<file path="src/rtl/axi_reg_slave.sv">
// Register-bank responder for the simplified AXI-lite bus: single-beat writes
// and reads with one-cycle accept/response pulses and per-register strobes.
module axi_reg_slave #(
  parameter logic [31:0]      BASE_ADDR = 32'h0000_0000,
  parameter int               ADDR_W    = 3,
  parameter int               NREGS     = 8,
  parameter logic [NREGS-1:0] RO_MASK   = '0,
  parameter logic [31:0]      RESET_VAL = 32'h0000_0000
) (
  input  logic                  clk,
  input  logic                  rst,
  input  logic                  wvalid,
  output logic                  wready,
  input  logic [31:0]           awaddr,
  input  logic [31:0]           wdata,
  input  logic [3:0]            wstrb,
  output logic                  bvalid,
  input  logic                  arvalid,
  output logic                  arready,
  input  logic [31:0]           araddr,
  output logic                  rvalid,
  output logic [31:0]           rdata,
  output logic [NREGS*32-1:0]   regs_out,
  input  logic [NREGS*32-1:0]   regs_in,
  output logic [NREGS-1:0]      wr_pulse,
  output logic [NREGS-1:0]      rd_pulse
);

  typedef enum logic [2:0] {IDLE, WACK, WRESP, RACK, RRESP} state_t;

  state_t           state_q, state_d;
  logic             wready_q, wready_d;
  logic             bvalid_q, bvalid_d;
  logic             arready_q, arready_d;
  logic             rvalid_q, rvalid_d;
  logic [31:0]      rdata_q, rdata_d;
  logic [NREGS-1:0] wr_pulse_q, wr_pulse_d;
  logic [NREGS-1:0] rd_pulse_q, rd_pulse_d;
  logic [31:0]      regs_q [NREGS];
  logic [31:0]      regs_d [NREGS];

  // The byte offset within a word (addr[1:0]) plays no part in decoding.
  function automatic logic addr_hit(input logic [31:0] addr);
    return (addr[31:ADDR_W+2] == BASE_ADDR[31:ADDR_W+2]) &&
           (int'(addr[ADDR_W+1:2]) < NREGS);
  endfunction

  function automatic logic [ADDR_W-1:0] addr_idx(input logic [31:0] addr);
    return addr[ADDR_W+1:2];
  endfunction

  always_comb begin
    state_d    = state_q;
    wready_d   = 1'b0;
    bvalid_d   = 1'b0;
    arready_d  = 1'b0;
    rvalid_d   = 1'b0;
    rdata_d    = rdata_q;
    wr_pulse_d = '0;
    rd_pulse_d = '0;
    regs_d     = regs_q;

    unique case (state_q)
      IDLE: begin
        if (wvalid) begin
          state_d  = WACK;
          wready_d = 1'b1;
          for (int i = 0; i < NREGS; i++) begin
            if (addr_hit(awaddr) && addr_idx(awaddr) == ADDR_W'(i) && !RO_MASK[i]) begin
              wr_pulse_d[i] = 1'b1;
              for (int k = 0; k < 4; k++) begin
                if (wstrb[k]) regs_d[i][8*k +: 8] = wdata[8*k +: 8];
              end
            end
          end
        end else if (arvalid) begin
          state_d   = RACK;
          arready_d = 1'b1;
          rdata_d   = 32'h0;
          for (int i = 0; i < NREGS; i++) begin
            if (addr_hit(araddr) && addr_idx(araddr) == ADDR_W'(i)) begin
              rd_pulse_d[i] = 1'b1;
              rdata_d       = RO_MASK[i] ? regs_in[32*i +: 32] : regs_q[i];
            end
          end
        end
      end
      WACK: begin
        state_d  = WRESP;
        bvalid_d = 1'b1;
      end
      WRESP: state_d = IDLE;
      RACK: begin
        state_d  = RRESP;
        rvalid_d = 1'b1;
      end
      RRESP: state_d = IDLE;
      default: state_d = IDLE;
    endcase
  end

  always_ff @(posedge clk or posedge rst) begin
    if (rst) begin
      state_q    <= IDLE;
      wready_q   <= 1'b0;
      bvalid_q   <= 1'b0;
      arready_q  <= 1'b0;
      rvalid_q   <= 1'b0;
      rdata_q    <= 32'h0;
      wr_pulse_q <= '0;
      rd_pulse_q <= '0;
      for (int i = 0; i < NREGS; i++) regs_q[i] <= RESET_VAL;
    end else begin
      state_q    <= state_d;
      wready_q   <= wready_d;
      bvalid_q   <= bvalid_d;
      arready_q  <= arready_d;
      rvalid_q   <= rvalid_d;
      rdata_q    <= rdata_d;
      wr_pulse_q <= wr_pulse_d;
      rd_pulse_q <= rd_pulse_d;
      regs_q     <= regs_d;
    end
  end

  assign wready   = wready_q;
  assign bvalid   = bvalid_q;
  assign arready  = arready_q;
  assign rvalid   = rvalid_q;
  assign rdata    = rdata_q;
  assign wr_pulse = wr_pulse_q;
  assign rd_pulse = rd_pulse_q;

  // Read-only slices come straight from the peripheral.
  for (genvar i = 0; i < NREGS; i++) begin : g_out
    assign regs_out[32*i +: 32] = RO_MASK[i] ? regs_in[32*i +: 32] : regs_q[i];
  end

endmodule
</file>
<file path="config.mk">
export PLATFORM = sky130hd
export DESIGN_NAME = axi_reg_slave
export DESIGN_NICKNAME = d
export VERILOG_FILES = /design/src/rtl/axi_reg_slave.sv
export SDC_FILE = /design/constraint.sdc
export NUM_CORES = 1
export LEC_CHECK = 0
export CAP_MARGIN = 20
export CORE_AREA = 5 5 254 256
export DETAILED_ROUTE_END_ITERATION = 8
export DIE_AREA = 0 0 259 261
export PLACE_DENSITY = 0.45
export SLEW_MARGIN = 25
export SYNTH_ARGS = -nofsm -noshare
export SYNTH_HDL_FRONTEND = slang
export SYNTH_SLANG_ARGS = --single-unit
</file>
<file path="constraint.sdc">
create_clock -name clk -period 13.77 [get_ports clk]
set_input_delay 1.377 -clock clk [delete_from_list [all_inputs] [get_ports clk]]
set_output_delay 1.377 -clock clk [all_outputs]
set_load 0.01 [all_outputs]
</file>
# Yosys cells after proc, flatten, opt, wreduce, memory -nomap -nowiden
# Index checks and enable logic that the tools add are counted.
# op_classes
n_eq_ne	17
muxes	39
n_bitwise	1
n_reduce_logical	54
# op_table
operator	count
32-bit two-way mux	8
4-bit AND reduction	32
27-bit logical NOT	2
8-bit two-way mux	5
3-bit == test (second input constant)	8
1-bit two-way mux	23
1-bit logical AND	16
3-bit by 2-bit == test with 1-bit output (second input constant)	5
3-bit by 1-bit == test with 1-bit output (second input constant)	3
3-bit logical NOT	3
3-bit one-hot mux with 3 select lines	1
3-bit two-way mux	2
3-bit != test (second input constant)	1
3-bit AND reduction	1
1-bit inverter	1
# totals
reg_bits	311
input_bits	360
out_inout_bits	308
wordCells	151

# Depth between registers and ports, before layout
# Gate-level depths: netlist of the first run.
# depth
ltp_word	10
mapped_depth	8
depth_no_buf	6

# Worst setup path before layout of the first run
# Ideal clock, no wire load.
# synth_timing
path_type	input -> register
startpoint	input awaddr[10]
endpoint	register regs_q, in the netlist regs_out[100]
setup_ns	0.125
t_arrival_ns	3.184
t_required_ns	13.645
slack_ns	10.461
stages	5
path_buffers	0
path_cell_list	nor4_1 > nand4_2 > nor4_4 > nand3_2 > mux2_2
# synth_via
elab_chain_len	3
# synth_rtl
item	line_no	text
start, declared	14	input logic [31:0] awaddr,
27-bit logical NOT	44	return (addr[31:ADDR_W+2] == BASE_ADDR[31:ADDR_W+2]) &&
1-bit logical AND	69	if (addr_hit(awaddr) && addr_idx(awaddr) == ADDR_W'(i) && !RO_MASK[i]) begin
4-bit AND reduction (no source line)	--	
end signal, assigned	122	regs_q <= regs_d;
end, declared	39	logic [31:0] regs_q [NREGS];
# No other way between the ends.
# A chain may end at the register's enable or synchronous reset.

# Worst setup path after layout of the first run
# layout_timing
startpoint	input wvalid
endpoint	register rdata_q[3], in the netlist rdata[3]
# layout_via
elab_chain_len	2
# layout_rtl
item	line_no	text
start, declared	12	input logic wvalid,
1-bit inverter (no source line)	--	
3-bit AND reduction (no source line)	--	
end signal, assigned	119	rdata_q <= rdata_d;
end, declared	36	logic [31:0] rdata_q, rdata_d;
# No other way between the ends.

==> results of run 1 <==
-- synthesized netlist by cell type, types with 7 or more instances --
master / instances / area [µm²]
o221ai_1: 8 / 70.1
buf_2: 8 / 40.0
mux2_2: 268 / 3020
nor3_1: 11 / 55.1
nand3b_1: 16 / 120
dfrtp_1: 311 / 7780
nand2_2: 16 / 100
a221o_1: 17 / 170
o211ai_1: 8 / 60.1
a211oi_1: 17 / 128
a22oi_1: 16 / 120
mux4_2: 7 / 158
buf_1: 9 / 33.8
clkbuf_1: 37 / 139
nor2b_1: 24 / 150
nor4_1: 12 / 75.1
nand3_2: 16 / 160
mux2i_1: 28 / 280
a21oi_1: 30 / 150
nand2_1: 79 / 297
nor2_1: 13 / 48.8
o21ai_0: 31 / 155
nand3_1: 8 / 40.0
o211a_1: 15 / 150
-- stage by stage --
stage          setup slack (ns)  cell area [µm²]  util, %  std cells
6_report                   9.24            20300     32.6       2332
3_3_place_gp               8.58            18900     30.4       2259
3_5_place_dp               8.55            18900     30.4       2259
4_1_cts                    9.11            20300     32.6       2330
2_1_floorplan              3.79            13900        -       1046
5_1_grt                    8.99            20300     32.6       2331
-- worst paths after layout --
| check | startpoint | to |
|---|---|---|
| max | wvalid | rdata[3] |
| max in group asynchronous | rst | regs_out[240] |
| min | rdata[25] | rdata[25] |
| max reg2reg | state_q[2] | rdata[3] |
| min in group asynchronous | rst | regs_out[64] |
| min reg2reg | rdata[25] | rdata[25] |
-- routing by layer --
metal / global-route usage (%) / vias to the layer above / wire length [µm]
li1: - / 4717 / -
met1: 24.1 / 5516 / 28100
met2: 26.2 / 417 / 26400
met3: 7.37 / 65 / 6300
met4: 3.79 / 4 / 1030
met5: 0 / - / 27
-- worst reg2reg max path, delay by kind of cell (launching register included) --
family | cells | cell delay, ns
simple gates | 3 | 1.16
buf+inv | 3 | 0.89
flops | 1 | 0.40
compound gates | 2 | 1.39
-- layout make-up --
type | count | area [µm²]
inverter | 5 | 26.3
sequential | 311 | 7780
tap | 846 | 1060
multi-input combinational | 676 | 5890
clock inverter | 10 | 148
antenna | 1 | 2.50
timing repair buffer | 422 | 4220
clock buffer | 61 | 1190
fill | 6256 | 42000
-- sequential cells by signal, indices dropped and copies added (netlist names) --
register and flops:
arready 1, bvalid 1, rd_pulse 8, rdata 32, regs_out 256, rvalid 1, state_q 3, wr_pulse 8
wready 1
-- power by group through the flow --
| stage | Clock, mW | Sequential [mW] | Combinational (mW) |
|---|---|---|---|
| floorplan | 0 | 0.944 | 0.0688 |
| global placement | 0 | 0.942 | 0.161 |
| detailed placement | 0 | 0.942 | 0.161 |
| CTS | 1.10 | 0.925 | 0.162 |
| global route | 1.14 | 0.926 | 0.173 |
| finish | 1.07 | 0.925 | 0.159 |
-- kinds of logic after synthesis --
| kind of cell | Yosys count | share of synthesized area (%) |
|---|---|---|
| multiplexers | 303 | 24.9 |
| buffers and inverters | 59 | 1.67 |
| flip-flops | 311 | 56.1 |
| AO/OA/AOI/OAI | 156 | 8.08 |
| AND/OR/NAND/NOR | 217 | 9.20 |
==> metrics.yaml, run 1 <==
grt_use_total_pct: 17.6
cp-start-kind: "input port"
synthFlopType: "dfrtp_1"
syn_area_per_cell_um2: 13.3
rsz0062_at_grt: "false"
grt_max_degree: 161
power_frac_comb_pct: 7.4
period_share_pct: 32.9
holdBufCountCts: 0
antenna_found_initial: 3
syn_area_mm2: 0.0139
boundaryPins: 668
layout-drive-gt1-share_pct: 27.3
cts_max_path_buffers: 3
dieArea_mm2: 0.0676
grt_pass1_vias: 11300
drv_cap: 0
cts_inserted_buffers: 40
critPathMaxFanout: 33
drt_iter0_markers: 510
fin_crit_ns: 4.53
dr_total_vias: 10700
overflow: 0
cp-end-kind: "flip-flop"
crit_type: "input port to flip-flop"
grt_pass1_wl_um: 86600
ant_nets: 0
power_density_mw_per_mm2: 106
run_status: "completed"
drc: 0
die_h_um: 261
fin_hold_ws_ns: 0.478
placement.io_buffers: 407
start_util_pct: 22.3
path_buf_inv: 4
relSlewSlack_pct: 26.0
crit_chain: "clkdlybuf4s50_1 -> nand3b_1 -> buf_4 -> inv_2 -> buf_4 -> nand3_2 -> a21oi_4 -> a221o_1"
r2r_cells: 8
coreArea_mm2: 0.0623
cp_top_family: "compound AO/OA/AOI/OAI gates"
hp-class: "flip-flop to flip-flop"
dr.pass1.iters: 6
die_width_um: 259
postSynthCellCount: 1046
clk_pin_slew_worst_paths_ns: 0.06
synth.distinct_cells: 42
insertion_delay_ns: 0.56
pwr-share-clk_pct: 49.7
fmax_mhz: 221
row_count: 92
cpPeakStageDelay_ns: 1.07
required_ns: 14.25
final_cell_mix: "clkdlybuf4s50_1 (404), dfrtp_1 (311), mux2_2 (268), nand2_1 (79), clkbuf_16 (40)"
setup_viol: 0
htree_levels: 2
finClkSkew_ns: 0.0188
area_growth_pct: 46.5
slowest_stage: "a21oi_4"
wl_um: 61900
nNetsFinal: 1816
cp.depth: 8
yosysWarningCount: 0
synth_async_sr_flop_share_pct: 100
switchingPower_uw: 528
finalMaxSlewViolations: 0
cts_root_buf: "clkbuf_16"
ir_worst_vdd_uv: 68.0
final_common_cell: "clkdlybuf4s50_1"
power_frac_seq_pct: 42.9
tns_ns: 0
power_leakage_nw: 9.02
synth-seq-cells: 311
synth_edf_count: 0
routedWlPerCell_um: 26.6
internal-power_mw: 1.63
cts.sinks: 311
synth_seq_area_share_pct: 56.1
p_sw_share_pct: 24.5
r2r_setup_slack_ns: 9.87
syn_nets: 1406
vias_per_cell: 4.60
tightest_slew_ns: 1.10
critical_path_arrival_ns: 5.01
p_total_mw: 2.16
holdPathStages: 2
hpwl_um: 41800
cts_tree: "built"
gp_congestion: 0.768
path_common_cell: "buf_4"
finalHoldViolCount: 0
cts-resized-gates: 0
cts_setup_buffers: 0
(Power assumes the default switching activity.)
==> inputs of run 2 (changes only) <==
CORE_AREA = 5 5 259 261   (was 5 5 254 256)
DIE_AREA = 0 0 264 266   (was 0 0 259 261)
PLACE_DENSITY = 0.46   (was 0.45)
clock period = 3.7 ns   (was 13.77 ns; I/O delays follow)
==> metrics.yaml, run 2 (same netlist as run 1, synthesis figures left out) <==
required_ns: 4.13  # was 14.25 ns
routedWlPerCell_um: 26.7  # was 26.6 µm
critical_path_arrival_ns: 3.16  # was 5.01 ns
cts_tree: "built"  # unchanged
rsz0062_at_grt: "false"  # unchanged
grt_use_total_pct: 17.4  # was 17.6%
fin_cells: 2358  # was 2332
cp-end-kind: "flip-flop"  # unchanged
cts_max_path_buffers: 3  # unchanged
final_common_cell: "clkdlybuf4s50_1"  # unchanged
holdBufCountCts: 0  # unchanged
finClkSkew_ns: 0.0281  # was 0.0188 ns
dr.pass1.iters: 5  # was 6
insertion_delay_ns: 0.56  # about the same
placement.io_buffers: 407  # unchanged
hp-class: "input port to asynchronous set/reset pin"  # was flip-flop to flip-flop
overflow: 0  # unchanged
fmax_mhz: 367
drt_iter0_markers: 521  # was 510
drc: 0  # unchanged
start_util_pct: 21.6  # was 22.3%
layout-drive-gt1-share_pct: 27.8  # was 27.3%
ant_nets: 0  # unchanged
die_h_um: 266  # was 261 µm
final_cell_mix: "clkdlybuf4s50_1 (403), dfrtp_1 (311), mux2_2 (268), nand2_1 (79), clkbuf_16 (42)"  # was clkdlybuf4s50_1 (404), dfrtp_1 (311), mux2_2 (268), nand2_1 (79), clkbuf_16 (40)
cts.sinks: 311  # unchanged
dieArea_mm2: 0.0702  # was 0.0676 mm²
cts_root_buf: "clkbuf_16"  # unchanged
critPathMaxFanout: 8  # was 33
cts_inserted_buffers: 40  # unchanged
coreArea_mm2: 0.0642  # was 0.0623 mm²
largest_register_ffs: 256  # unchanged
cts_setup_buffers: 0  # unchanged
power_density_mw_per_mm2: 391  # was 106 mW/mm²
power_leakage_nw: 9.09  # was 9.02 nW
fin_hold_ws_ns: 0.247  # was 0.478 ns
setup_viol: 0  # unchanged
grt_max_degree: 109  # was 161
wl_um: 63100  # was 61900 µm
die_width_um: 264  # was 259 µm
cp-start-kind: "flip-flop"  # was input port
clk_pin_slew_worst_paths_ns: 0.06  # about the same
grt_pass1_vias: 11500  # was 11300
finalHoldViolCount: 0  # unchanged
vias_per_cell: 4.57  # was 4.60
finalMaxSlewViolations: 0  # unchanged
placedCellCount: 2281  # was 2259
area_growth_pct: 47.5  # was 46.5%
htree_levels: 2  # unchanged
hpwl_um: 43900  # was 41800 µm
fin_util_pct: 31.8  # was 32.6%
row_count: 93  # was 92
crit_type: "flip-flop to flip-flop"  # was input port to flip-flop
relSlewSlack_pct: 46.4  # was 26.0%
nNetsFinal: 1828  # was 1816
fin_crit_ns: 2.73
cts-resized-gates: 0  # unchanged
antenna_found_initial: 7  # was 3
tightest_slew_ns: 0.804  # was 1.10 ns
drv_cap: 0  # unchanged
period_share_pct: 73.7
dr_total_vias: 10800  # was 10700
grt_pass1_wl_um: 88900  # was 86600 µm
run_status: "completed"  # unchanged
gp_congestion: 0.812  # was 0.768
boundaryPins: 668  # unchanged
ir_worst_vdd_uv: 303  # was 68.0 µV
-- run 2: changes by cell type in the layout (fill, tap and decap cells not counted), sizes merged --
cell and delta:
clkdlybuf4s50 -1, clkbuf +1, clkinv +4, buf +13
diode +4, inv -2, clkinvlp -2
-- run 2: report_power, final --
| group | total, mW | switching (mW) | leakage (nW) | internal, mW |
|---|---|---|---|---|
| combinational | 0.595 | 0.381 | 4.10 | 0.214 |
| clock | 3.96 | 1.55 | 0.650 | 2.41 |
| sequential | 3.45 | 0.0162 | 4.34 | 3.43 |
-- run 2: per-layer routing --
layer  GRT usage, %  part of all wire, %  wire, µm  vias to the layer above
li1               -                    -         -                     4745
met1           23.9                   45     28600                     5542
met2           26.0                   43     27400                      417
met3           6.97                  9.4      5950                       73
met4           3.58                  1.7      1090                        6
met5              0                0.065        41                        -
-- run 2: path summary, 6_finish.rpt --
path	startpoint	endpoint	cells after the start	slack (ns)
max in group asynchronous	rst	regs_out[15]	3	2.44
max reg2reg	state_q[2]	regs_out[244]	6	0.97
min reg2reg	rdata[1]	rdata[1]	2	0.48
min	rst	wr_pulse[4]	2	0.25
max	state_q[2]	regs_out[244]	6	0.97
min in group clk	araddr[2]	rd_pulse[4]	2	0.38
-- run 2: critical path, cell delays in order, from the launching register on --
cell	delay (ns)
dfrtp_1	0.40
nor3_1	0.33
nand2_1	0.37
nor4_4	0.36
buf_4	0.29
nand3_2	0.41
mux2_2	0.44
-- run 2: area by class of cell --
cell class / instances / area (µm²)
clock inverters: 10 / 136
clock buffers: 62 / 1190
inverters: 5 / 22.5
well taps: 855 / 1070
fillers: 6529 / 43800
diodes: 5 / 12.5
repair buffers: 434 / 4360
flip-flops and latches: 311 / 7780
multi-input cells: 676 / 5890
-- run 2: metrics by stage --
stage                     area (µm²)  setup slack [ns]  TNS [ns]  power (mW)
after global placement         19100             0.303         0        4.12
after global routing           20400             0.797         0        8.33
final                          20500             0.974         0        8.00
after floorplan                13900            -0.811   -252.19        3.77
after detailed placement       19100             0.337         0        4.12
after CTS                      20400             0.913         0        8.16
==> inputs of run 3 (changes only) <==
clock period = 2.35 ns   (was 3.7 ns; I/O delays follow)
==> metrics.yaml, run 3 (same netlist as run 1, synthesis figures left out) <==
run_status: "completed"  # unchanged
finalMaxSlewViolations: 0  # unchanged
grt_use_total_pct: 17.2  # was 17.4%
boundaryPins: 668  # unchanged
placedCellCount: 2352  # was 2281
r2r_setup_slack_ns: 0.19  # was 0.97 ns
htree_levels: 2  # unchanged
cp_top_family: "simple AND/OR/NAND/NOR gates"  # unchanged
wl_um: 62400  # was 63100 µm
holdPathEnd: "rd_pulse[4]"
drt_iter0_markers: 460  # was 521
rsz0062_at_grt: "false"  # unchanged
layout-drive-gt1-share_pct: 31.2  # was 27.8%
cts_max_path_buffers: 3  # unchanged
fin_util_pct: 33.4  # was 31.8%
cpPeakStageDelay_ns: 0.41  # was 0.44 ns
critical_path_arrival_ns: 2.59  # was 3.16 ns
nNetsFinal: 1899  # was 1828
die_h_um: 266  # unchanged
finClkSkew_ns: 0.0269  # was 0.0281 ns
path_buf_inv: 3  # was 1
drc: 0  # unchanged
coreArea_mm2: 0.0642  # unchanged
power_frac_comb_pct: 7.9  # was 7.4%
fin_cells: 2424  # was 2358
tightest_slew_ns: 0.896  # was 0.804 ns
final_area_mm2: 0.0215  # was 0.0205 mm²
crit_type: "flip-flop to flip-flop"  # unchanged
dieArea_mm2: 0.0702  # unchanged
cts.sinks: 311  # unchanged
antenna_found_initial: 5  # was 7
insertion_delay_ns: 0.55  # was 0.56 ns
pwr-share-clk_pct: 49.7  # was 49.5%
cp-end-kind: "flip-flop"  # unchanged
finalHoldViolCount: 0  # unchanged
gp_congestion: 0.809  # was 0.812
ir_worst_vdd_uv: 397  # was 303 µV
dp_slack_ns: -0.378  # was 0.337 ns
fmax_mhz: 462  # was 367 MHz
relSlewSlack_pct: 40.2  # was 46.4%
dr_total_vias: 10900  # was 10800
cp-start-kind: "flip-flop"  # unchanged
start_util_pct: 21.6  # unchanged
ant_nets: 0  # unchanged
cts_inserted_buffers: 39  # was 40
grt_pass1_vias: 11700  # was 11500
internal-power_mw: 9.79  # was 6.06 mW
holdPathStages: 3
power_leakage_nw: 9.63  # was 9.09 nW
period_share_pct: 92.1  # was 73.7%
grt_pass1_wl_um: 88900  # about the same
slowest_stage: "dfrtp_1"  # was mux2_2
place_area_mm2: 0.0201  # was 0.0191 mm²
drv_cap: 0  # unchanged
p_sw_share_pct: 23.5  # was 24.3%
largest_register_ffs: 256  # unchanged
cts_tree: "built"  # unchanged
critPathMaxFanout: 8  # unchanged
r2r-end: "regs_out[201]"  # was regs_out[244]
placement.io_buffers: 407  # unchanged
area_growth_pct: 54.8  # was 47.5%
overflow: 0  # unchanged
cts_setup_buffers: 0  # unchanged
switchingPower_mw: 3.02  # was 1.94 mW
grt_max_degree: 90  # was 109
die_width_um: 264  # unchanged
setup_viol: 0  # unchanged
path_common_cell: "buf_12"
setup_slack_ns: 0.185  # was 0.974 ns
final_cell_mix: "clkdlybuf4s50_1 (403), dfrtp_1 (311), mux2_2 (268), nand2_1 (79), buf_4 (59)"  # was clkdlybuf4s50_1 (403), dfrtp_1 (311), mux2_2 (268), nand2_1 (79), clkbuf_16 (42)
hp-class: "input port to flip-flop"  # was input port to asynchronous set/reset pin
clk_pin_slew_worst_paths_ns: 0.06  # about the same
row_count: 93  # unchanged
r2r_cells: 8  # was 6
fillCellCount: 6342  # was 6529
final_common_cell: "clkdlybuf4s50_1"  # unchanged
power_frac_seq_pct: 42.4  # was 43.1%
min_from: "araddr[3]"
fin_crit_ns: 2.16  # was 2.73 ns
hpwl_um: 44700  # was 43900 µm
crit_chain: "nor3_2 -> nand2_1 -> buf_12 -> nor4_4 -> buf_12 -> nand3_2 -> buf_12 -> mux2_2"  # was nor3_1 -> nand2_1 -> nor4_4 -> buf_4 -> nand3_2 -> mux2_2
worstReg2RegStart: "state_q[2]"  # unchanged
vias_per_cell: 4.51  # was 4.57
cp.depth: 8  # was 6
dr.pass1.iters: 5  # unchanged
cts_root_buf: "clkbuf_16"  # unchanged
power_density_mw_per_mm2: 597  # was 391 mW/mm²
routedWlPerCell_um: 25.7  # was 26.7 µm
required_ns: 2.77  # was 4.13 ns
==> run 3: cell count changes in the layout (fill, tap and decap cells not counted) <==
cell and delta:
clkinvlp_4 +1, clkbuf_8 +4, dlygate4sd3_1 +1, bufinv_16 +2, clkbuf_1 -4, clkbuf_16 -2, inv_6 +1, nor3_1 -1
buf_4 +37, clkinv_2 -6, diode_2 -2, nor3_2 +1, buf_12 +34
==> run 3: final cells by class <==
cell class / instances / area, µm² / area share, %
well taps: 855 / 1070 / 4.98
flip-flops and latches: 311 / 7780 / 36.3
repair buffers: 506 / 5320 / 24.8
diodes: 3 / 7.51 / 0.0350
multi-input cells: 676 / 5900 / 27.5
clock buffers: 60 / 1180 / 5.48
clock inverters: 8 / 183 / 0.851
inverters: 5 / 22.5 / 0.105
==> run 3: repair_timing <==
action	CTS	global route
endpoints found under the setup margin	0	22
resized for setup	0	1
hold buffers	1	0
endpoints found under the hold margin	1	0
==> run 3: worst max-delay path by stage <==
stage                    end  startpoint  slack (ns)
2_1_floorplan        arready         rst       -2.03
3_3_place_gp    regs_out[66]  awaddr[21]       -0.37
3_5_place_dp   regs_out[151]  awaddr[21]       -0.38
4_1_cts        regs_out[148]  state_q[2]        0.06
5_1_grt        regs_out[145]  state_q[2]        0.08
6_report       regs_out[201]  state_q[2]        0.19
==> run 3: metal layers <==
layer	up-vias	GRT usage (%)	wire length, µm
met3	71	6.86	5820
li1	4898	-	-
met5	-	0	38
met1	5552	23.5	28100
met2	403	26.1	27200
met4	6	3.62	1180
==> run 3: tightest hold or removal path: stages <==
cell and delay, ns:
buf_6 0.22, nand2b_1 0.17, nor3_1 0.05
==> run 3: power by group through the flow <==
stage | clock network [mW] | logic (mW) | registers [mW]
6_report | 6.37 | 1.01 | 5.43
5_1_grt | 6.79 | 1.10 | 5.43
4_1_cts | 6.60 | 1.04 | 5.43
3_5_place_dp | 0 | 1.03 | 5.52
3_3_place_gp | 0 | 1.03 | 5.52
2_1_floorplan | 0 | 0.404 | 5.53
==> run 3: metrics by stage <==
| stage | hold slack [ns] | power (mW) | setup TNS (ns) |
|---|---|---|---|
| 2_1_floorplan | 0.352 | 5.93 | -630.06 |
| 4_1_cts | 0.172 | 13.1 | 0 |
| 3_3_place_gp | 0.463 | 6.55 | -79.52 |
| 5_1_grt | 0.212 | 13.3 | 0 |
| 6_report | 0.205 | 12.8 | 0 |
| 3_5_place_dp | 0.471 | 6.55 | -77.62 |
